### src/rtl/tt_um_dalinem_sar_readout.sv
// -----------------------------------------------------------------------------
// tt_um_dalinem_sar_readout
//
// Successive-approximation readout for the differential amplifier tile. The
// amplifier runs open-loop as a comparator. This block drives an 8-bit trial
// code into an external R-2R ladder, reads the comparator level back, and
// binary-searches for the code at which the comparator output flips.
//
// Optional feature: define SAR_AVG_EN to make one start run four back-to-back
// conversions and report the truncated mean of the four codes.
//
// Ports
//   clk      system clock
//   rst_n    asynchronous active-low reset
//   ena      tile enable; low aborts any conversion (result/done are kept)
//   ui_in    [0] comparator level (asynchronous)
//            [1] start (rising edge)
//            [4:2] settle select S, N = (S+1)*SETTLE_UNIT clocks per trial
//            [6:5] unused
//            [7] uio_out view select: 0 = result, 1 = status
//   uo_out   DAC trial code, holds the final code after a conversion
//   uio_in   unused
//   uio_out  result, or {busy, done, avg_idx[1:0], 4'b0} when ui_in[7]=1
//   uio_oe   constant 8'hFF (all bidirectional pins drive)
// -----------------------------------------------------------------------------
module tt_um_dalinem_sar_readout #(
  parameter int SETTLE_UNIT = 4  // 1..31
) (
  input  logic       clk,
  input  logic       rst_n,
  input  logic       ena,
  input  logic [7:0] ui_in,
  output logic [7:0] uo_out,
  input  logic [7:0] uio_in,
  output logic [7:0] uio_out,
  output logic [7:0] uio_oe
);

  typedef enum logic [1:0] {
    IDLE   = 2'd0,
    SETTLE = 2'd1,
    DECIDE = 2'd2,
    FINISH = 2'd3
  } state_t;

  localparam logic [7:0] UNIT = 8'(SETTLE_UNIT);

  // Synchronisers for the two asynchronous pin inputs.
  logic cmp_s1, cmp_sync;
  logic start_s1, start_sync, start_sync_d;
  logic start_pulse;

  state_t     state_q, state_d;
  logic [7:0] code_q, code_d;
  logic [2:0] idx_q, idx_d;
  logic [7:0] cnt_q, cnt_d;
  logic [7:0] n_q, n_d;       // settle length captured at accept
  logic       busy_q, busy_d;
  logic       done_q, done_d;
  logic [7:0] result_q, result_d;
  logic [7:0] n_calc;

`ifdef SAR_AVG_EN
  logic [1:0] avg_idx_q, avg_idx_d;
  logic [9:0] acc_q, acc_d;
  logic [9:0] acc_sum;
  assign acc_sum = acc_q + {2'b00, code_q};
`endif

  // Pins that carry no function in this tile.
  logic unused_ok;
  assign unused_ok = &{1'b0, uio_in, ui_in[6:5]};

  assign start_pulse = start_sync & ~start_sync_d;
  // Max (7+1)*31 = 248, so the 8-bit product never wraps.
  assign n_calc      = ({5'd0, ui_in[4:2]} + 8'd1) * UNIT;

  // NOTE: sequential state uses non-blocking (<=) so every flop samples the
  // pre-edge values; blocking here would create order-dependent simulation.
  always_ff @(posedge clk or negedge rst_n) begin
    if (!rst_n) begin
      cmp_s1       <= 1'b0;
      cmp_sync     <= 1'b0;
      start_s1     <= 1'b0;
      start_sync   <= 1'b0;
      start_sync_d <= 1'b0;
    end else begin
      cmp_s1       <= ui_in[0];
      cmp_sync     <= cmp_s1;
      start_s1     <= ui_in[1];
      start_sync   <= start_s1;
      start_sync_d <= start_sync;
    end
  end

  always_ff @(posedge clk or negedge rst_n) begin
    if (!rst_n) begin
      state_q   <= IDLE;
      code_q    <= 8'h00;
      idx_q     <= 3'd0;
      cnt_q     <= 8'd0;
      n_q       <= 8'd0;
      busy_q    <= 1'b0;
      done_q    <= 1'b0;
      result_q  <= 8'h00;
`ifdef SAR_AVG_EN
      avg_idx_q <= 2'd0;
      acc_q     <= 10'd0;
`endif
    end else begin
      state_q   <= state_d;
      code_q    <= code_d;
      idx_q     <= idx_d;
      cnt_q     <= cnt_d;
      n_q       <= n_d;
      busy_q    <= busy_d;
      done_q    <= done_d;
      result_q  <= result_d;
`ifdef SAR_AVG_EN
      avg_idx_q <= avg_idx_d;
      acc_q     <= acc_d;
`endif
    end
  end

  always_comb begin
    // NOTE: every signal gets a hold-value default before any branch, so no
    // path through the case leaves a variable unassigned and no latch forms.
    state_d   = state_q;
    code_d    = code_q;
    idx_d     = idx_q;
    cnt_d     = cnt_q;
    n_d       = n_q;
    busy_d    = busy_q;
    done_d    = done_q;
    result_d  = result_q;
`ifdef SAR_AVG_EN
    avg_idx_d = avg_idx_q;
    acc_d     = acc_q;
`endif

    if (!ena) begin
      // Abort wins over everything; the last result and done flag survive.
      state_d = IDLE;
      busy_d  = 1'b0;
      code_d  = 8'h00;
    end else begin
      unique case (state_q)
        IDLE: begin
          if (start_pulse) begin
            code_d    = 8'h80;
            idx_d     = 3'd7;
            cnt_d     = n_calc - 8'd1;
            n_d       = n_calc;
            busy_d    = 1'b1;
            done_d    = 1'b0;
`ifdef SAR_AVG_EN
            avg_idx_d = 2'd0;
            acc_d     = 10'd0;
`endif
            state_d   = SETTLE;
          end
        end

        SETTLE: begin
          if (cnt_q == 8'd0) state_d = DECIDE;
          else               cnt_d   = cnt_q - 8'd1;
        end

        DECIDE: begin
          // Comparator low means the DAC is above vin+: drop the trial bit.
          if (!cmp_sync) code_d[idx_q] = 1'b0;
          if (idx_q == 3'd0) begin
            state_d = FINISH;
          end else begin
            code_d[idx_q - 3'd1] = 1'b1;
            idx_d   = idx_q - 3'd1;
            cnt_d   = n_q - 8'd1;
            state_d = SETTLE;
          end
        end

        FINISH: begin
`ifdef SAR_AVG_EN
          acc_d = acc_sum;
          if (avg_idx_q == 2'd3) begin
            result_d = acc_sum[9:2];
            done_d   = 1'b1;
            busy_d   = 1'b0;
            state_d  = IDLE;
          end else begin
            // Next pass starts straight away, like a fresh accept.
            avg_idx_d = avg_idx_q + 2'd1;
            code_d    = 8'h80;
            idx_d     = 3'd7;
            cnt_d     = n_q - 8'd1;
            state_d   = SETTLE;
          end
`else
          result_d = code_q;
          done_d   = 1'b1;
          busy_d   = 1'b0;
          state_d  = IDLE;
`endif
        end

        default: state_d = IDLE;
      endcase
    end
  end

  logic [7:0] status;
`ifdef SAR_AVG_EN
  assign status = {busy_q, done_q, avg_idx_q, 4'b0000};
`else
  assign status = {busy_q, done_q, 2'b00, 4'b0000};
`endif

  assign uo_out  = code_q;
  assign uio_out = ui_in[7] ? status : result_q;
  assign uio_oe  = 8'hFF;

endmodule

### config.mk
export PLATFORM = sky130hd
export DESIGN_NAME = tt_um_dalinem_sar_readout
export DESIGN_NICKNAME = d
export VERILOG_FILES = /design/src/rtl/tt_um_dalinem_sar_readout.sv
export SDC_FILE = /design/constraint.sdc
export NUM_CORES = 1
export LEC_CHECK = 0
export CORE_AREA = 4 4 80 82
export CTS_BUF_LIST = sky130_fd_sc_hd__clkbuf_4
export DETAILED_ROUTE_END_ITERATION = 12
export DIE_AREA = 0 0 84 86
export GPL_TIMING_DRIVEN = 0
export PLACE_DENSITY = 0.64
export SLEW_MARGIN = 0
export SYNTH_ARGS = -nofsm -noshare
export SYNTH_HDL_FRONTEND = slang
export SYNTH_SLANG_ARGS = --single-unit
### constraint.sdc
create_clock -name clk -period 3.65 [get_ports clk]
set_input_delay 0.365 -clock clk [delete_from_list [all_inputs] [get_ports clk]]
set_output_delay 0.365 -clock clk [all_outputs]
set_load 0.01 [all_outputs]
==> flow_metrics.env <==
export IMPL_outcome="finished, final reports clean"
export IMPL_fin_skew_ns=0.00914
export IMPL_drt_antenna_violating_nets=0
export IMPL_insertion_delay_ns=0.35
export IMPL_fin_nets=305
export IMPL_critical_path_slowest_cell="sky130_fd_sc_hd__dfrtp_1"
export IMPL_detailed_place_hpwl_mm=3.53
export IMPL_setup_repair_after_global_routing_missed_its_margin="no"
export IMPL_syn2layout_area_growth_pct=21.1
export IMPL_static_leakage_power_nw=1.22
export IMPL_netlist_area_leader_share=0.437
export IMPL_detailroute_via_count=1827
export IMPL_final_setup_viol_count=0
export IMPL_cts_root_buffer_cell="sky130_fd_sc_hd__clkbuf_4"
export IMPL_detailed_place_area_sq_um=2650
export IMPL_finish_instance_area_sq_um=2770
export IMPL_finalHoldViolCount=0
export IMPL_initial_core_util=0.399
export IMPL_cp_max_fo=10
export IMPL_power_switching_mw=0.664
export IMPL_post_layout_cell_count=351
export IMPL_post_cts_setup_buffers=0
export IMPL_cp_end_kind="flop"
export IMPL_synth_compound_area_frac=0.179
export IMPL_drv_slew=0
export IMPL_setup_total_negative_slack_ns=0
export IMPL_timing_rr_end="cnt_q[3]"
export IMPL_synth_cell_types=45
export IMPL_number_of_synthesized_flops_with_an_enable_pin=0
export IMPL_arrival_ns=2.74
export IMPL_worst_path_buf_inv=3
export IMPL_total_power_mw=1.77
export IMPL_globalplace_congestion=0.802
export IMPL_clock_slew_seen_by_the_registers_of_the_worst_setup_and_hold_paths_ns=0.12
export IMPL_layout_drive_gt1_share=0.120
export IMPL_floorplan_core_area_sq_um=5750
export IMPL_antenna_violations_before_repair=0
export IMPL_postSynthRegisterBits=40
export IMPL_post_synth_xor_area_fraction=0.0306
export IMPL_synth_top_family_by_area="compound AO/OA/AOI/OAI gates"
export IMPL_power_switching_share=0.374
export IMPL_max_slew_margin=0.400
export IMPL_cts_inserted_buffers=5
export IMPL_ctsHoldBuffers=0
export IMPL_worstPathRequired_ns=3.91
export IMPL_post_synth_top_area_cell="sky130_fd_sc_hd__dfrtp_1"
export IMPL_die_x_um=84
export IMPL_p_clk_frac=0.243
export IMPL_p_int_mw=1.11
export IMPL_antenna_diode_count=0
export IMPL_power_frac_comb=0.399
export IMPL_grt_start_max_net_pins=41
export IMPL_maxCapViolations=0
export IMPL_min_period_over_period=0.680
export IMPL_max_clock_freq_mhz=403
export IMPL_rrSetupSlack_ns=1.17
export IMPL_cts_sink_count=40
export IMPL_gates_resized_cts_repair=0
export IMPL_grt_pass1_vias=1821
export IMPL_grt_overflow=0
export IMPL_groute_usage_overall=0.143
export IMPL_cp_cell_sequence="clkbuf_1 > inv_1 > ha_1 > nor2b_1 > and2_1 > a2111oi_4 > buf_2 > o21ai_0 > o22ai_1"
export IMPL_post_synth_instance_area_sq_um=2290
export IMPL_drt_pass1_iter_count=4
export IMPL_cpLargestDelayFamily="buffers and inverters"
export IMPL_post_drt_wl_per_cell_um=13.5
export IMPL_critPathKind="reg -> reg"
export IMPL_fp_dieH_um=86
export IMPL_first_iteration_detailed_routing_drc_count=91
export IMPL_syn_mean_instance_area_sq_um=9.66
export IMPL_syn_instance_count=237
export IMPL_synth_adder_area_share=0.0601
export IMPL_layout_min_cycle_time_ns=2.48
export IMPL_r2r_cells=9
export IMPL_viasPerCell=5.21
export IMPL_cts_htree_levels=2
export IMPL_worst_slew_pin_slew_ns=0.900
export IMPL_clock_tree_buffer_depth=2
export IMPL_seq_area_frac_synth=0.437
export IMPL_async_flop_share=1.00
export IMPL_post_synth_mux_area_share=0.0634
export IMPL_synthFlopType="sky130_fd_sc_hd__dfrtp_1"
export IMPL_synth_warning_count=0
export IMPL_port_buffer_count=24
export IMPL_finalWirelength_mm=4.74
export IMPL_pwr_density_cell_nw_per_um2=639
export IMPL_cp_start_kind="flop"
export IMPL_utilization=0.483
export IMPL_max_vdd_ir_drop_mv=0.334
export IMPL_tritoncts="built"
export IMPL_grt_pass1_wl_mm=8.51
export IMPL_min_delay_path_class="in -> async"
export IMPL_reg2reg_from="idx_q[0]"
export IMPL_io_pin_count=43
export IMPL_remaining_drcs=0
export IMPL_placedCellCount=343
export IMPL_synthSimpleGateAreaFrac=0.165
export IMPL_cpPeakStageDelay_ns=0.40
export IMPL_row_count=28
export IMPL_sequentialPowerShare=0.359
export IMPL_fp_dieArea_sq_um=7220
export IMPL_synth_area_leaders="sky130_fd_sc_hd__dfrtp_1 44%, sky130_fd_sc_hd__ha_1 6.0%, sky130_fd_sc_hd__mux2_2 5.9%, sky130_fd_sc_hd__o21ai_0 5.2%, sky130_fd_sc_hd__nand2_1 4.4%"
-- worst max path at each step --
| stage | from | endpoint | slack (ns) | depth (start not counted) |
|---|---|---|---|---|
| after detailed placement | idx_q[0] | cnt_q[3] | 1.22 | 9 |
| after global placement | rst_n | cnt_q[4] | 1.21 | 1 |
| after global routing | state_q[0] | cnt_q[4] | 0.96 | 8 |
| after CTS | idx_q[0] | cnt_q[3] | 1.18 | 9 |
| after floorplan | idx_q[0] | cnt_q[7] | 1.57 | 8 |
| final | idx_q[0] | cnt_q[3] | 1.17 | 9 |
-- cell type report --
| type | instances | area (sq um) |
|---|---|---|
| clock inverters | 3 | 90.1 |
| flip-flops and latches | 40 | 1000 |
| fillers | 553 | 2970 |
| repair buffers | 24 | 235 |
| well taps | 75 | 93.8 |
| multi-input cells | 174 | 1170 |
| inverters | 14 | 52.6 |
| plain buffers | 16 | 91.3 |
| clock buffers | 5 | 37.5 |
-- registers in the layout, indices dropped and copies added (netlist names) --
name	count
cnt_q	8
result_q	8
uo_out	8
n_q	4
idx_q	3
state_q	2
busy_q	1
cmp_s1	1
cmp_sync	1
done_q	1
start_s1	1
start_sync	1
start_sync_d	1
-- Yosys cell counts (3+ instances only) --
library cell and number:
sky130_fd_sc_hd__a21oi_1 4, sky130_fd_sc_hd__a22o_1 3, sky130_fd_sc_hd__a32o_1 5, sky130_fd_sc_hd__buf_4 8, sky130_fd_sc_hd__clkbuf_1 6, sky130_fd_sc_hd__dfrtp_1 40, sky130_fd_sc_hd__ha_1 11, sky130_fd_sc_hd__inv_1 14
sky130_fd_sc_hd__mux2_2 12, sky130_fd_sc_hd__nand2_1 27, sky130_fd_sc_hd__nand3_1 4, sky130_fd_sc_hd__nor2_1 11, sky130_fd_sc_hd__nor2b_1 9, sky130_fd_sc_hd__nor3_1 12, sky130_fd_sc_hd__nor3b_1 3, sky130_fd_sc_hd__nor4_1 3
sky130_fd_sc_hd__o21ai_0 24, sky130_fd_sc_hd__xnor2_1 4, sky130_fd_sc_hd__xor2_1 4
-- routing by layer --
metal / vias to the layer above / wire length (um) / global-route usage
li1: 911 / - / -
met3: 9 / 225 / 0.0288
met5: - / 0 / 0
met2: 54 / 2190 / 0.225
met1: 853 / 2250 / 0.195
met4: 0 / 87 / 0.0541
-- cells in the final DEF (no fill, tap or decap), types with 2 or more instances in the layout --
cell / n
sky130_fd_sc_hd__a21oi_1: 4
sky130_fd_sc_hd__a221oi_1: 2
sky130_fd_sc_hd__a22o_1: 3
sky130_fd_sc_hd__a32o_1: 5
sky130_fd_sc_hd__buf_2: 2
sky130_fd_sc_hd__buf_4: 8
sky130_fd_sc_hd__bufinv_16: 3
sky130_fd_sc_hd__clkbuf_1: 6
sky130_fd_sc_hd__clkbuf_4: 5
sky130_fd_sc_hd__clkdlybuf4s50_1: 23
sky130_fd_sc_hd__conb_1: 8
sky130_fd_sc_hd__dfrtp_1: 40
sky130_fd_sc_hd__ha_1: 11
sky130_fd_sc_hd__inv_1: 14
sky130_fd_sc_hd__mux2_2: 12
sky130_fd_sc_hd__nand2_1: 27
sky130_fd_sc_hd__nand2b_1: 2
sky130_fd_sc_hd__nand3_1: 4
sky130_fd_sc_hd__nor2_1: 11
sky130_fd_sc_hd__nor2b_1: 9
sky130_fd_sc_hd__nor3_1: 12
sky130_fd_sc_hd__nor3b_1: 3
sky130_fd_sc_hd__nor4_1: 3
sky130_fd_sc_hd__o21a_1: 2
sky130_fd_sc_hd__o21ai_0: 24
sky130_fd_sc_hd__o22ai_1: 2
sky130_fd_sc_hd__o2bb2ai_1: 2
sky130_fd_sc_hd__o311a_1: 2
sky130_fd_sc_hd__o31a_1: 2
sky130_fd_sc_hd__xnor2_1: 4
sky130_fd_sc_hd__xor2_1: 4
-- cell families after synthesis --
kind of cell | after synthesis
AO/OA/AOI/OAI | 57
AND/OR/NAND/NOR | 77
buffers and inverters | 30
XOR/XNOR | 8
multiplexers | 13
flip-flops | 40
adder cells (fa/ha/maj) | 11
other | 1
-- metrics by stage --
| stage | hold WS, ns | setup slack [ns] |
|---|---|---|
| floorplan | 0.0694 | 1.57 |
| global placement | 0.332 | 1.21 |
| detailed placement | 0.337 | 1.22 |
| CTS | 0.147 | 1.18 |
| global route | 0.193 | 0.961 |
| finish | 0.126 | 1.17 |
-- power groups by stage --
stage	combinational (mW)	sequential, mW	clock [mW]
global route	0.811	0.655	0.459
detailed placement	0.698	0.644	0
global placement	0.684	0.643	0
finish	0.707	0.636	0.430
floorplan	0.532	0.623	0
CTS	0.704	0.637	0.443
-- worst register-to-register path: cells and delay by family (launching register included) --
| kind | cells | cell delay, ns |
|---|---|---|
| adder cells (fa/ha/maj) | 1 | 0.24 |
| AO/OA/AOI/OAI | 3 | 0.62 |
| AND/OR/NAND/NOR | 2 | 0.37 |
| buffers and inverters | 3 | 0.77 |
| flip-flops | 1 | 0.40 |
Power figures use the tool's default switching activity.
